`src/rtl/spi_byte_feeder.sv`:
```
// -----------------------------------------------------------------------------
// spi_byte_feeder
//   Byte FIFO feeding a downstream SPI byte sender through a req/sent
//   handshake. Each entry carries a data/command tag that follows the byte
//   out to the display D/C pin.
//
// Ports
//   clk       system clock, all state on the rising edge
//   rst       asynchronous active-high reset
//   wr_en     push request
//   wr_dat    byte to queue
//   wr_dc     data/command tag queued with the byte
//   full      FIFO holds DEPTH entries
//   empty     FIFO holds no entries
//   count     number of queued entries (AW+1 bits)
//   overflow  sticky: a push was attempted while full (cleared by reset only)
//   spi_req   request to the sender, high only in REQ
//   spi_dat   byte in flight, stable from pop until the next pop
//   spi_dc    tag of the byte in flight
//   spi_snt   sender "byte sent" flag, held until spi_req falls
//   busy      FSM is not in IDLE
//
// FSM
//   state | meaning
//   IDLE  | waiting for a queued entry; pops it when spi_snt is low
//   LOAD  | one cycle of setup for spi_dat/spi_dc before the request
//   REQ   | spi_req high, waiting for spi_snt
//   REL   | spi_req low, waiting for spi_snt to clear
// -----------------------------------------------------------------------------
module spi_byte_feeder #(
  parameter int DEPTH = 16,
  parameter int AW    = 4
) (
  input  logic          clk,
  input  logic          rst,
  input  logic          wr_en,
  input  logic [7:0]    wr_dat,
  input  logic          wr_dc,
  output logic          full,
  output logic          empty,
  output logic [AW:0]   count,
  output logic          overflow,
  output logic          spi_req,
  output logic [7:0]    spi_dat,
  output logic          spi_dc,
  input  logic          spi_snt,
  output logic          busy
);

  // Gray-coded so every legal transition flips one bit; spi_req and busy are
  // then decoded from the state flops without glitches.
  typedef enum logic [1:0] {
    ST_IDLE = 2'b00,
    ST_LOAD = 2'b01,
    ST_REQ  = 2'b11,
    ST_REL  = 2'b10
  } state_t;

  localparam logic [AW:0]   DEPTH_C = (AW+1)'(DEPTH);
  localparam logic [AW-1:0] PTR_ONE = 1;
  localparam logic [AW:0]   CNT_ONE = 1;

  state_t         state;
  state_t         state_nxt;
  logic [8:0]     mem [DEPTH];
  logic [AW-1:0]  wr_ptr;
  logic [AW-1:0]  rd_ptr;
  logic [AW:0]    cnt;
  logic           push;
  logic           pop;

  assign full  = (cnt == DEPTH_C);
  assign empty = (cnt == '0);
  assign count = cnt;

  // full is the pre-edge value, so a push alongside a pop while full is
  // rejected even though the pop frees a slot.
  assign push = wr_en && !full;

  assign spi_req = (state == ST_REQ);
  assign busy    = (state != ST_IDLE);

  // Next state and pop decision. A pop needs spi_snt low so a stale "sent"
  // flag can never be taken as the acknowledge for a fresh byte.
  always_comb begin
    state_nxt = state;
    pop       = 1'b0;
    case (state)
      ST_IDLE: begin
        if (!empty && !spi_snt) begin
          pop       = 1'b1;
          state_nxt = ST_LOAD;
        end
      end
      ST_LOAD: state_nxt = ST_REQ;
      ST_REQ: begin
        if (spi_snt) state_nxt = ST_REL;
      end
      ST_REL: begin
        if (!spi_snt) state_nxt = ST_IDLE;
      end
      default: state_nxt = ST_IDLE;
    endcase
  end

  always_ff @(posedge clk or posedge rst) begin
    if (rst) begin
      state <= ST_IDLE;
    end else begin
      state <= state_nxt;
    end
  end

  // Storage array carries no reset; only the pointers/count define validity.
  always_ff @(posedge clk) begin
    if (push) begin
      mem[wr_ptr] <= {wr_dc, wr_dat};
    end
  end

  // Pointers wrap naturally because DEPTH is a power of two.
  always_ff @(posedge clk or posedge rst) begin
    if (rst) begin
      wr_ptr <= '0;
      rd_ptr <= '0;
      cnt    <= '0;
    end else begin
      if (push) wr_ptr <= wr_ptr + PTR_ONE;
      if (pop)  rd_ptr <= rd_ptr + PTR_ONE;
      case ({push, pop})
        2'b10:   cnt <= cnt + CNT_ONE;
        2'b01:   cnt <= cnt - CNT_ONE;
        default: cnt <= cnt;
      endcase
    end
  end

  always_ff @(posedge clk or posedge rst) begin
    if (rst) begin
      overflow <= 1'b0;
    end else if (wr_en && full) begin
      overflow <= 1'b1;
    end
  end

  // Hold registers for the byte in flight; loaded only on a pop edge.
  always_ff @(posedge clk or posedge rst) begin
    if (rst) begin
      spi_dat <= 8'h00;
      spi_dc  <= 1'b0;
    end else if (pop) begin
      {spi_dc, spi_dat} <= mem[rd_ptr];
    end
  end

endmodule
```
`config.mk`:
```
export PLATFORM = sky130hd
export DESIGN_NAME = spi_byte_feeder
export DESIGN_NICKNAME = d
export VERILOG_FILES = /design/src/rtl/spi_byte_feeder.sv
export SDC_FILE = /design/constraint.sdc
export NUM_CORES = 1
export LEC_CHECK = 0
export ABC_AREA = 1
export CORE_UTILIZATION = 41
export DETAILED_ROUTE_END_ITERATION = 10
export GPL_TIMING_DRIVEN = 0
export RECOVER_POWER = 25
export SYNTH_ARGS = -nofsm -noshare
export SYNTH_HDL_FRONTEND = slang
export SYNTH_SLANG_ARGS = --single-unit
```
`constraint.sdc`:
```
create_clock -name clk -period 2.47 [get_ports clk]
set_clock_uncertainty 0.1 [all_clocks]
set_input_delay 0.494 -clock clk [delete_from_list [all_inputs] [get_ports clk]]
set_output_delay 0.494 -clock clk [all_outputs]
set_load 0.005 [all_outputs]
```
==> metrics.yaml, run 1 <==
synth-simple-area-share_pct: 21.2
start_util_pct: 41.7
die_w_microns: 137
cap_violations: 0
path_max_fanout: 9
htree_num_levels: 4
criticalPathCategory: "flip-flop to flip-flop"
synth-seq-area-share_pct: 66.1
tritoncts: "built"
min_delay_path_depth: 1
rsz0062_at_grt: "yes"
clock_latency_ns: 0.43
outcome: "finished clean"
grt-ovfl-total: 0
postRouteWirelength_microns: 18800
cts-root-buf: "clkbuf_16"
drive_gt1_share_pct: 9.85
period_share_pct: 97.7
core_sq_um: 18000
endpoint: "mem[0][6]$_DFFE_PP_"
antenna_cells: 0
cts.sinks: 169
tightest_slew_ns: 1.31
grt_max_degree: 26
drt_iter0_markers: 473
area_delta_synth_final_pct: 18.1
fill_cells: 1652
cp.depth: 5
place.detailed.hpwl_microns: 13000
cts_hold_buf: 0
hold_class: "flip-flop to flip-flop"
gr-usage-all-layers_pct: 21.8
synth_area_per_cell_sq_um: 10.1
max_stage_delay_ns: 1.03
synthCells: 743
synthAdderAreaFrac_pct: 1.77
synth.distinct_cells: 24
finalSetupViolations: 0
clk_pin_slew_ns: 0.06
nNetsFinal: 824
worstPathArrival_ns: 2.36
r2r_cells: 5
postSynthNetCount: 766
io_buffers: 31
finalHoldViolCount: 0
ios: 32
synth_xor_area_share_pct: 1.05
slowest_stage: "nor3_1"
crit_path_start: "count[1]$_DFFE_PP0P_"
syn_area_sq_um: 7490
grt_pass1_vias: 4741
synth_compound_area_share_pct: 0.818
leakage_uw: 0.00389
clock_path_buffers: 2
rows: 49
fp.dieH_microns: 137
worstHoldStart: "overflow$_DFFE_PP0P_"
reg2reg_slack_ns: 0.06
postRouteAntennaNets: 0
required_ns: 2.41
final_cell_mix: "nand2_1, edfxtp_1, inv_1"
wire_per_inst_microns: 18.1
slew_headroom_pct: 12.2
vias: 5077
drv_slew: 0
drtPass1Iterations: 5
muxShareOfSynthArea_pct: 0
yosys_warnings: 0
period_needed_ns: 2.41
dp_slack_ns: -0.524
irDropWorstVdd_mv: 0.560
grt_pass1_wl_microns: 28300
startpoint_type: "flip-flop"
timing.rr.end: "mem[0][6]$_DFFE_PP_"
fmax_mhz: 414
endpoint_kind: "flip-flop"
worst-path-buf-inv: 2
final_common_cell: "nand2_1"
setup_ws_ns: 0.0556
antenna_found_initial: 0
drc_errors: 0
r2r_start: "count[1]$_DFFE_PP0P_"
place_area_sq_um: 8140
synth_seq_cells: 169
cts_made_buffers: 17
routabilityCongestion: 0.924
fin_setup_tns_ns: 0
critical_path.top_delay_family: "simple AND/OR/NAND/NOR gates"
synth_top_family_by_area: "simple AND/OR/NAND/NOR gates"
vias_per_cell: 4.88
fp.dieArea_sq_um: 18800
path_cells: "inv_1 -> nand4_1 -> nand2_2 -> clkbuf_1 -> nor3_1"
p_per_area_nw_per_um2: 1160
fin_area_sq_um: 8850
power_uw: 10300
==> power breakdown <==
part           leakage [uW]  switching, uW  internal (uW)
Sequential          0.00161            200           3530
Clock              0.000305           1060           1780
Combinational       0.00198           2440           1250
==> sequential cells by signal, summed over array words and instances, names as in the netlist <==
signal,count
spi_dc,1
count,5
state,2
mem,144
overflow,1
spi_dat,8
rd_ptr,4
wr_ptr,4
==> layer usage <==
metal	vias up	wire length (microns)	track usage [%]
li1	2491	-	-
met1	2411	8240	29.5
met2	142	8860	33.8
met3	33	1270	4.67
met4	0	429	9.40
met5	-	0	0
==> stage by stage <==
stage	utilization (%)	hold WS, ns	instances
2_1_floorplan	-	0.351	743
3_3_place_gp	45.0	0.345	1003
3_5_place_dp	45.3	0.353	1006
4_1_cts	48.9	0.365	1036
5_1_grt	49.3	0.377	1041
6_report	49.3	0.366	1041
==> worst min-delay path by stage <==
stage	to	slack, ns
floorplan	overflow$_DFFE_PP0P_	0.35
global placement	overflow$_DFFE_PP0P_	0.35
detailed placement	overflow$_DFFE_PP0P_	0.35
CTS	overflow$_DFFE_PP0P_	0.36
global route	overflow$_DFFE_PP0P_	0.38
finish	overflow$_DFFE_PP0P_	0.37
==> kinds of logic (layout without fill, tap and decap cells) <==
family | count (synthesis) | in the layout
xor gates and xnor gates | 9 | 9
buffers and inverters | 167 | 236
adders and majority gates | 10 | 10
AOI/OAI and AO/OA | 11 | 11
DFF | 169 | 169
and+or+nand+nor | 377 | 377
==> worst reg2reg max path, cell delays in order, from the launching register on <==
cell	delay, ns
dfrtp_1	0.39
inv_1	0.11
nand4_1	0.13
nand2_2	0.08
clkbuf_1	0.19
nor3_1	1.03
==> final cells by class <==
cell class / instances / area (sq um) / area share [%]
clock buffer: 18 / 429 / 4.85
clock inverter: 12 / 201 / 2.28
buffer: 29 / 170 / 1.92
timing repair buffer: 39 / 368 / 4.16
sequential: 169 / 4950 / 55.9
multi-input combinational: 407 / 1930 / 21.8
inverter: 138 / 518 / 5.85
tap: 229 / 287 / 3.24
==> Yosys cell counts <==
| cell | n | area (sq um) |
|---|---|---|
| clkinv_1 | 1 | 3.75 |
| xnor2_1 | 2 | 17.5 |
| o21ai_0 | 6 | 30.0 |
| buf_4 | 9 | 67.6 |
| xor2_1 | 7 | 61.3 |
| dfrtp_1 | 25 | 626 |
| inv_1 | 134 | 503 |
| nand4_1 | 2 | 12.5 |
| nor3_1 | 12 | 60.1 |
| nand2_2 | 2 | 12.5 |
| ha_1 | 9 | 113 |
| o21bai_1 | 1 | 7.51 |
| nand2_1 | 241 | 905 |
| nand3_1 | 111 | 556 |
| inv_2 | 3 | 11.3 |
| a21oi_1 | 2 | 10.0 |
| fa_1 | 1 | 20.0 |
| a21o_1 | 1 | 7.51 |
| clkbuf_1 | 3 | 11.3 |
| buf_2 | 17 | 85.1 |
| a31oi_1 | 1 | 6.26 |
| nor2_4 | 1 | 11.3 |
| edfxtp_1 | 144 | 4320 |
| nor2_1 | 8 | 30.0 |
==> repair_timing <==
action                                  4_1_cts  5_1_grt
buffers inserted                              0        5
pin swaps                                     0        2
gates resized for setup                       4        6
endpoints found under the setup margin       19       22
Power figures use the tool's default switching activity.
==> run 2: changes to the inputs <==
Settings changed: CAP_MARGIN from default to 10.
==> run 2 against run 1 <==
  * Maximum frequency grew 3.2%
  * First-iteration DRC count shrank 0.21%
  * Global-route usage grew 0.20 points
  * Hold slack lost 0.0068 ns
  * Wire length grew 1.2%
  * Via count grew 0.79%
  * Design area grew 0.55%
  * Sequential power is essentially flat
  * Combinational power is essentially flat
  * Non-clock buffer count grew 4
  * Die area is the same
  * Register-to-register slack gained 0.08 ns
  * Critical endpoint is now full
  * Highest routed layer unchanged
==> metrics.yaml, run 2 (same netlist as run 1, synthesis figures left out) <==
setup_ws_ns: 0.131  # +0.0756 ns
multi_input_area_sq_um: 1910  # -0.78%
dp.cells: 1010  # +0.40%
fp.dieH_microns: 137  # unchanged
fmax_mhz: 428  # +3.2%
area_delta_synth_final_pct: 18.8
regMostFlops: "mem"
irDropWorstVdd_mv: 0.553  # -1.2%
start_util_pct: 41.7  # unchanged
vias: 5117  # +0.79%
hold_class: "flip-flop to flip-flop"
htree_num_levels: 4  # unchanged
tritoncts: "built"
rows: 49  # unchanged
grt_max_degree: 26  # unchanged
endpoint_kind: "output pin"
finalSetupViolations: 0  # unchanged
power_uw: 10400  # +1.3%
period_share_pct: 94.7  # -3.1 points
dp_slack_ns: -0.492  # +0.0324 ns
criticalPathCategory: "flip-flop to output pin"
drv_slew: 0  # unchanged
cts_hold_buf: 0  # unchanged
antenna_found_initial: 0  # unchanged
worstPathArrival_ns: 1.74  # -0.62 ns
slew_headroom_pct: 33.8  # +22 points
path_max_fanout: 5  # -4
cts.sinks: 169  # unchanged
final_common_cell: "nand2_1"
drt_iter0_markers: 472  # -0.21%
cts-root-buf: "clkbuf_16"
wire_per_inst_microns: 18.2  # +0.73%
grt_pass1_vias: 4815  # +1.6%
clock_latency_ns: 0.44  # about the same
postRouteWirelength_microns: 19000  # +1.2%
clock_path_buffers: 2  # unchanged
final_cell_mix: "nand2_1, edfxtp_1, inv_1"
place.detailed.hpwl_microns: 13100  # +0.69%
cts_made_buffers: 17  # unchanged
period_needed_ns: 2.34  # -0.0756 ns
largest_reg_flops: 144  # unchanged
fp.dieArea_sq_um: 18800  # unchanged
tightest_slew_ns: 0.988  # -0.318 ns
stdcell_count: 1046  # +0.48%
postRouteAntennaNets: 0  # unchanged
p_per_area_nw_per_um2: 1170  # +0.74%
io_buffers: 31  # unchanged
grt_pass1_wl_microns: 28700  # +1.3%
grt-ovfl-total: 0  # unchanged
antenna_cells: 0  # unchanged
rsz0062_at_grt: "yes"
fill_cells: 1617  # -2.1%
clk_pin_slew_ns: 0.06  # about the same
required_ns: 1.88  # -0.53 ns
nNetsFinal: 828  # +0.49%
finalHoldViolCount: 0  # unchanged
outcome: "finished clean"
startpoint_type: "flip-flop"
cap_violations: 0  # unchanged
ios: 32  # unchanged
leakage_uw: 0.00393  # +0.97%
vias_per_cell: 4.89  # +0.31%
drtPass1Iterations: 4  # -1
drive_gt1_share_pct: 10.3  # +0.43 points
die_w_microns: 137  # unchanged
drc_errors: 0  # unchanged
gr-usage-all-layers_pct: 22.0  # +0.20 points
core_sq_um: 18000  # unchanged
regArea_sq_um: 4950  # about the same
routabilityCongestion: 0.924  # unchanged
-- run 2: critical path: stages (launching register included) --
cell	delay [ns]
dfrtp_2	0.44
nor2_1	0.14
nand4_1	0.13
inv_1	0.10
clkdlybuf4s50_1	0.49
-- run 2: final cells by class --
cell class / count / share of cell area, %
buffer: 29 / 1.95
clock buffer: 19 / 4.87
clock inverter: 12 / 2.50
inverter: 138 / 5.82
multi-input combinational: 407 / 21.5
sequential: 169 / 55.6
tap: 229 / 3.22
timing repair buffer: 43 / 4.51
-- run 2: per-stage QoR --
stage | hold slack (ns) | TNS (ns) | util (%) | area [sq um]
2_1_floorplan | 0.351 | 0 | - | 7490
3_3_place_gp | 0.345 | -57.72 | 45.0 | 8090
3_5_place_dp | 0.348 | -17.51 | 45.4 | 8160
4_1_cts | 0.361 | 0 | 49.3 | 8860
5_1_grt | 0.377 | -0.140 | 49.5 | 8900
6_report | 0.360 | 0 | 49.5 | 8900
-- run 2: final timing paths --
| kind | startpoint | endpoint | slack [ns] | cells past startpoint |
|---|---|---|---|---|
| min in group asynchronous | rst | count[3]$_DFFE_PP0P_ | 0.50 | 2 |
| max | count[0]$_DFFE_PP0P_ | full | 0.13 | 4 |
| min reg2reg | overflow$_DFFE_PP0P_ | overflow$_DFFE_PP0P_ | 0.36 | 1 |
| min | overflow$_DFFE_PP0P_ | overflow$_DFFE_PP0P_ | 0.36 | 1 |
| max in group asynchronous | rst | count[0]$_DFFE_PP0P_ | 1.11 | 2 |
| max reg2reg | count[0]$_DFFE_PP0P_ | count[4]$_DFFE_PP0P_ | 0.14 | 14 |
-- run 2: report_power, final --
| part | switching (uW) | internal [uW] |
|---|---|---|
| clock network | 1080 | 1890 |
| logic | 2440 | 1260 |
| registers | 200 | 3530 |
-- run 2: what timing repair did --
item,in CTS,in global routing
setup buffers,3,1
endpoints found under the setup margin,1,47
pin swaps,2,1
resized for setup,3,8
-- run 2: metal layers --
layer | up-vias | share of wire (%) | global-route usage [%]
met5 | - | 0 | 0
met4 | 0 | 2.7 | 9.71
met3 | 38 | 6.9 | 5.45
met2 | 154 | 46 | 33.2
met1 | 2419 | 45 | 29.9
li1 | 2506 | - | -
==> run 3: changes to the inputs <==
Settings changed: CAP_MARGIN 10 to 20.
==> run 3 against run 2 <==
  * Critical path type unchanged
  * Non-clock buffer count grew 2
  * Via count is 0.29% lower
  * Largest cell class unchanged
  * Hold slack worse by 0.015 ns
  * Highest routed layer unchanged
  * Combinational power hardly changed
==> metrics.yaml, run 3 (same netlist as run 1, synthesis figures left out) <==
vias_per_cell: 4.86  # -0.58%
start_util_pct: 41.7  # unchanged
p_comb_share_pct: 37.0  # +1.4 points
fmax_mhz: 431  # +0.69%
r2r_cells: 7  # -7
wire_per_inst_microns: 18.2  # -0.17%
power_frac_seq_pct: 37.4  # +1.5 points
place.detailed.hpwl_microns: 13100  # +0.17%
grt-ovfl-total: 0  # unchanged
die_w_microns: 137  # unchanged
grt_pass1_wl_microns: 28600  # -0.17%
required_ns: 1.88  # about the same
regMostFlops: "mem"
clock_latency_ns: 0.44  # about the same
antenna_found_initial: 0  # unchanged
endpoint_kind: "output pin"
postRouteAntennaNets: 0  # unchanged
tightest_slew_ns: 0.992  # +0.00328 ns
drive_gt1_share_pct: 10.9  # +0.57 points
area_delta_synth_final_pct: 17.7
hold_class: "input pin to asynchronous set/reset pin"
vias: 5102  # -0.29%
cts_made_buffers: 17  # unchanged
cap_violations: 0  # unchanged
drtPass1Iterations: 5  # +1
criticalPathCategory: "flip-flop to output pin"
power_uw: 9990  # -3.9%
pwr-share-clk_pct: 25.7  # -2.8 points
p_per_area_nw_per_um2: 1130  # -2.9%
leakage_uw: 0.00389  # -0.82%
routabilityCongestion: 0.924  # unchanged
drt_iter0_markers: 465  # -1.5%
finalSetupViolations: 0  # unchanged
grt_pass1_vias: 4760  # -1.1%
tritoncts: "built"
drv_slew: 0  # unchanged
ios: 32  # unchanged
max_stage_delay_ns: 0.49  # about the same
cts-root-buf: "clkbuf_16"
slowest_stage: "clkdlybuf4s50_1"
antenna_cells: 0  # unchanged
cts.sinks: 169  # unchanged
fp.dieH_microns: 137  # unchanged
fill_cells: 1652  # +2.2%
dp_slack_ns: -0.490  # +0.00136 ns
setup_ws_ns: 0.147  # +0.0160 ns
drc_errors: 0  # unchanged
clk_pin_slew_ns: 0.06  # about the same
nNetsFinal: 830  # +0.24%
rows: 49  # unchanged
gr-usage-all-layers_pct: 21.9  # -0.022 points
final_cell_mix: "nand2_1, edfxtp_1, inv_1"
io_buffers: 31  # unchanged
period_share_pct: 94.0  # -0.65 points
rsz0062_at_grt: "yes"
final_common_cell: "nand2_1"
htree_num_levels: 4  # unchanged
switching_share_pct: 38.0  # +2.3 points
grt_max_degree: 26  # unchanged
clock_path_buffers: 2  # unchanged
worstPathArrival_ns: 1.73  # about the same
path_cells: "nor2_2 -> nand4_1 -> inv_1 -> clkdlybuf4s50_1"
p_int_uw: 6190  # -7.2%
path_max_fanout: 5  # unchanged
slew_headroom_pct: 33.9  # +0.14 points
outcome: "finished clean"
period_needed_ns: 2.32  # -0.0160 ns
fp.dieArea_sq_um: 18800  # unchanged
largest_reg_flops: 144  # unchanged
core_sq_um: 18000  # unchanged
irDropWorstVdd_mv: 0.541  # -2.3%
postRouteWirelength_microns: 19000  # +0.12%
netSwitchingPower_uw: 3800  # +2.2%
startpoint_type: "flip-flop"
finalHoldViolCount: 0  # unchanged
==> run 3: cell types whose count changed in the layout (fill, tap and decap cells not counted), moves of 2 or more <==
cell       delta
nor2_1        +2
nor2_2        -2
bufinv_16     -5
buf_4         +2
clkinv_4      +3
inv_6         +3
clkinv_2      +2
==> run 3: power groups by stage <==
stage / Clock [uW] / Sequential, uW / Combinational (uW)
2_1_floorplan: 0 / 3760 / 2220
3_3_place_gp: 0 / 3790 / 3550
3_5_place_dp: 0 / 3790 / 3600
4_1_cts: 2590 / 3730 / 3630
5_1_grt: 2700 / 3780 / 4080
6_report: 2560 / 3730 / 3700
==> run 3: timing repair <==
| action | 4_1_cts | 5_1_grt |
|---|---|---|
| endpoints found under the setup margin | 1 | 5 |
| pin swaps | 2 | 3 |
| gates resized for setup | 2 | 10 |
| hold buffers | 0 | 0 |
| buffers inserted | 2 | 2 |
==> run 3: worst paths after layout <==
check	startpoint	end	slack, ns
setup / recovery	count[0]$_DFFE_PP0P_	full	0.15
hold / removal	rst	wr_ptr[3]$_DFFE_PP0P_	0.34
setup reg to reg	count[2]$_DFFE_PP0P_	mem[1][7]$_DFFE_PP_	0.16
hold reg to reg	overflow$_DFFE_PP0P_	overflow$_DFFE_PP0P_	0.37
max in group asynchronous	rst	count[0]$_DFFE_PP0P_	0.66
min in group clk	overflow$_DFFE_PP0P_	overflow$_DFFE_PP0P_	0.37
==> run 3: layout make-up <==
cell class | instances | area (sq um) | area share [%]
timing repair buffer | 45 | 407 | 4.61
sequential | 169 | 4950 | 56.2
buffer | 29 | 178 | 2.02
inverter | 138 | 518 | 5.88
clock buffer | 17 | 425 | 4.83
clock inverter | 15 | 143 | 1.62
tap | 229 | 287 | 3.25
multi-input combinational | 407 | 1900 | 21.6
==> run 3: per-stage QoR <==
step | hold slack (ns) | utilization (%) | instances | area [sq um] | TNS (ns)
after floorplan | 0.351 | - | 743 | 7490 | 0
after global placement | 0.345 | 45.0 | 1003 | 8090 | -57.72
after detailed placement | 0.346 | 45.4 | 1011 | 8160 | -16.13
after CTS | 0.368 | 48.7 | 1045 | 8750 | 0
after global routing | 0.370 | 49.1 | 1049 | 8810 | -0.0200
final | 0.344 | 49.1 | 1049 | 8810 | 0
==> run 3: routing by layer <==
layer | share of wire, % | vias up | track usage [%] | wire (microns)
li1 | - | 2510 | - | -
met1 | 45 | 2413 | 30.3 | 8490
met2 | 47 | 151 | 33.4 | 8860
met3 | 6.4 | 28 | 4.56 | 1220
met4 | 2.5 | 0 | 9.71 | 476
met5 | 0 | - | 0 | 0
==> run 3: critical path, delay by kind of cell, from the launching register on <==
family        cells  cell delay (ns)
buf+inv           2             0.59
simple gates      2             0.26
flops             1             0.44
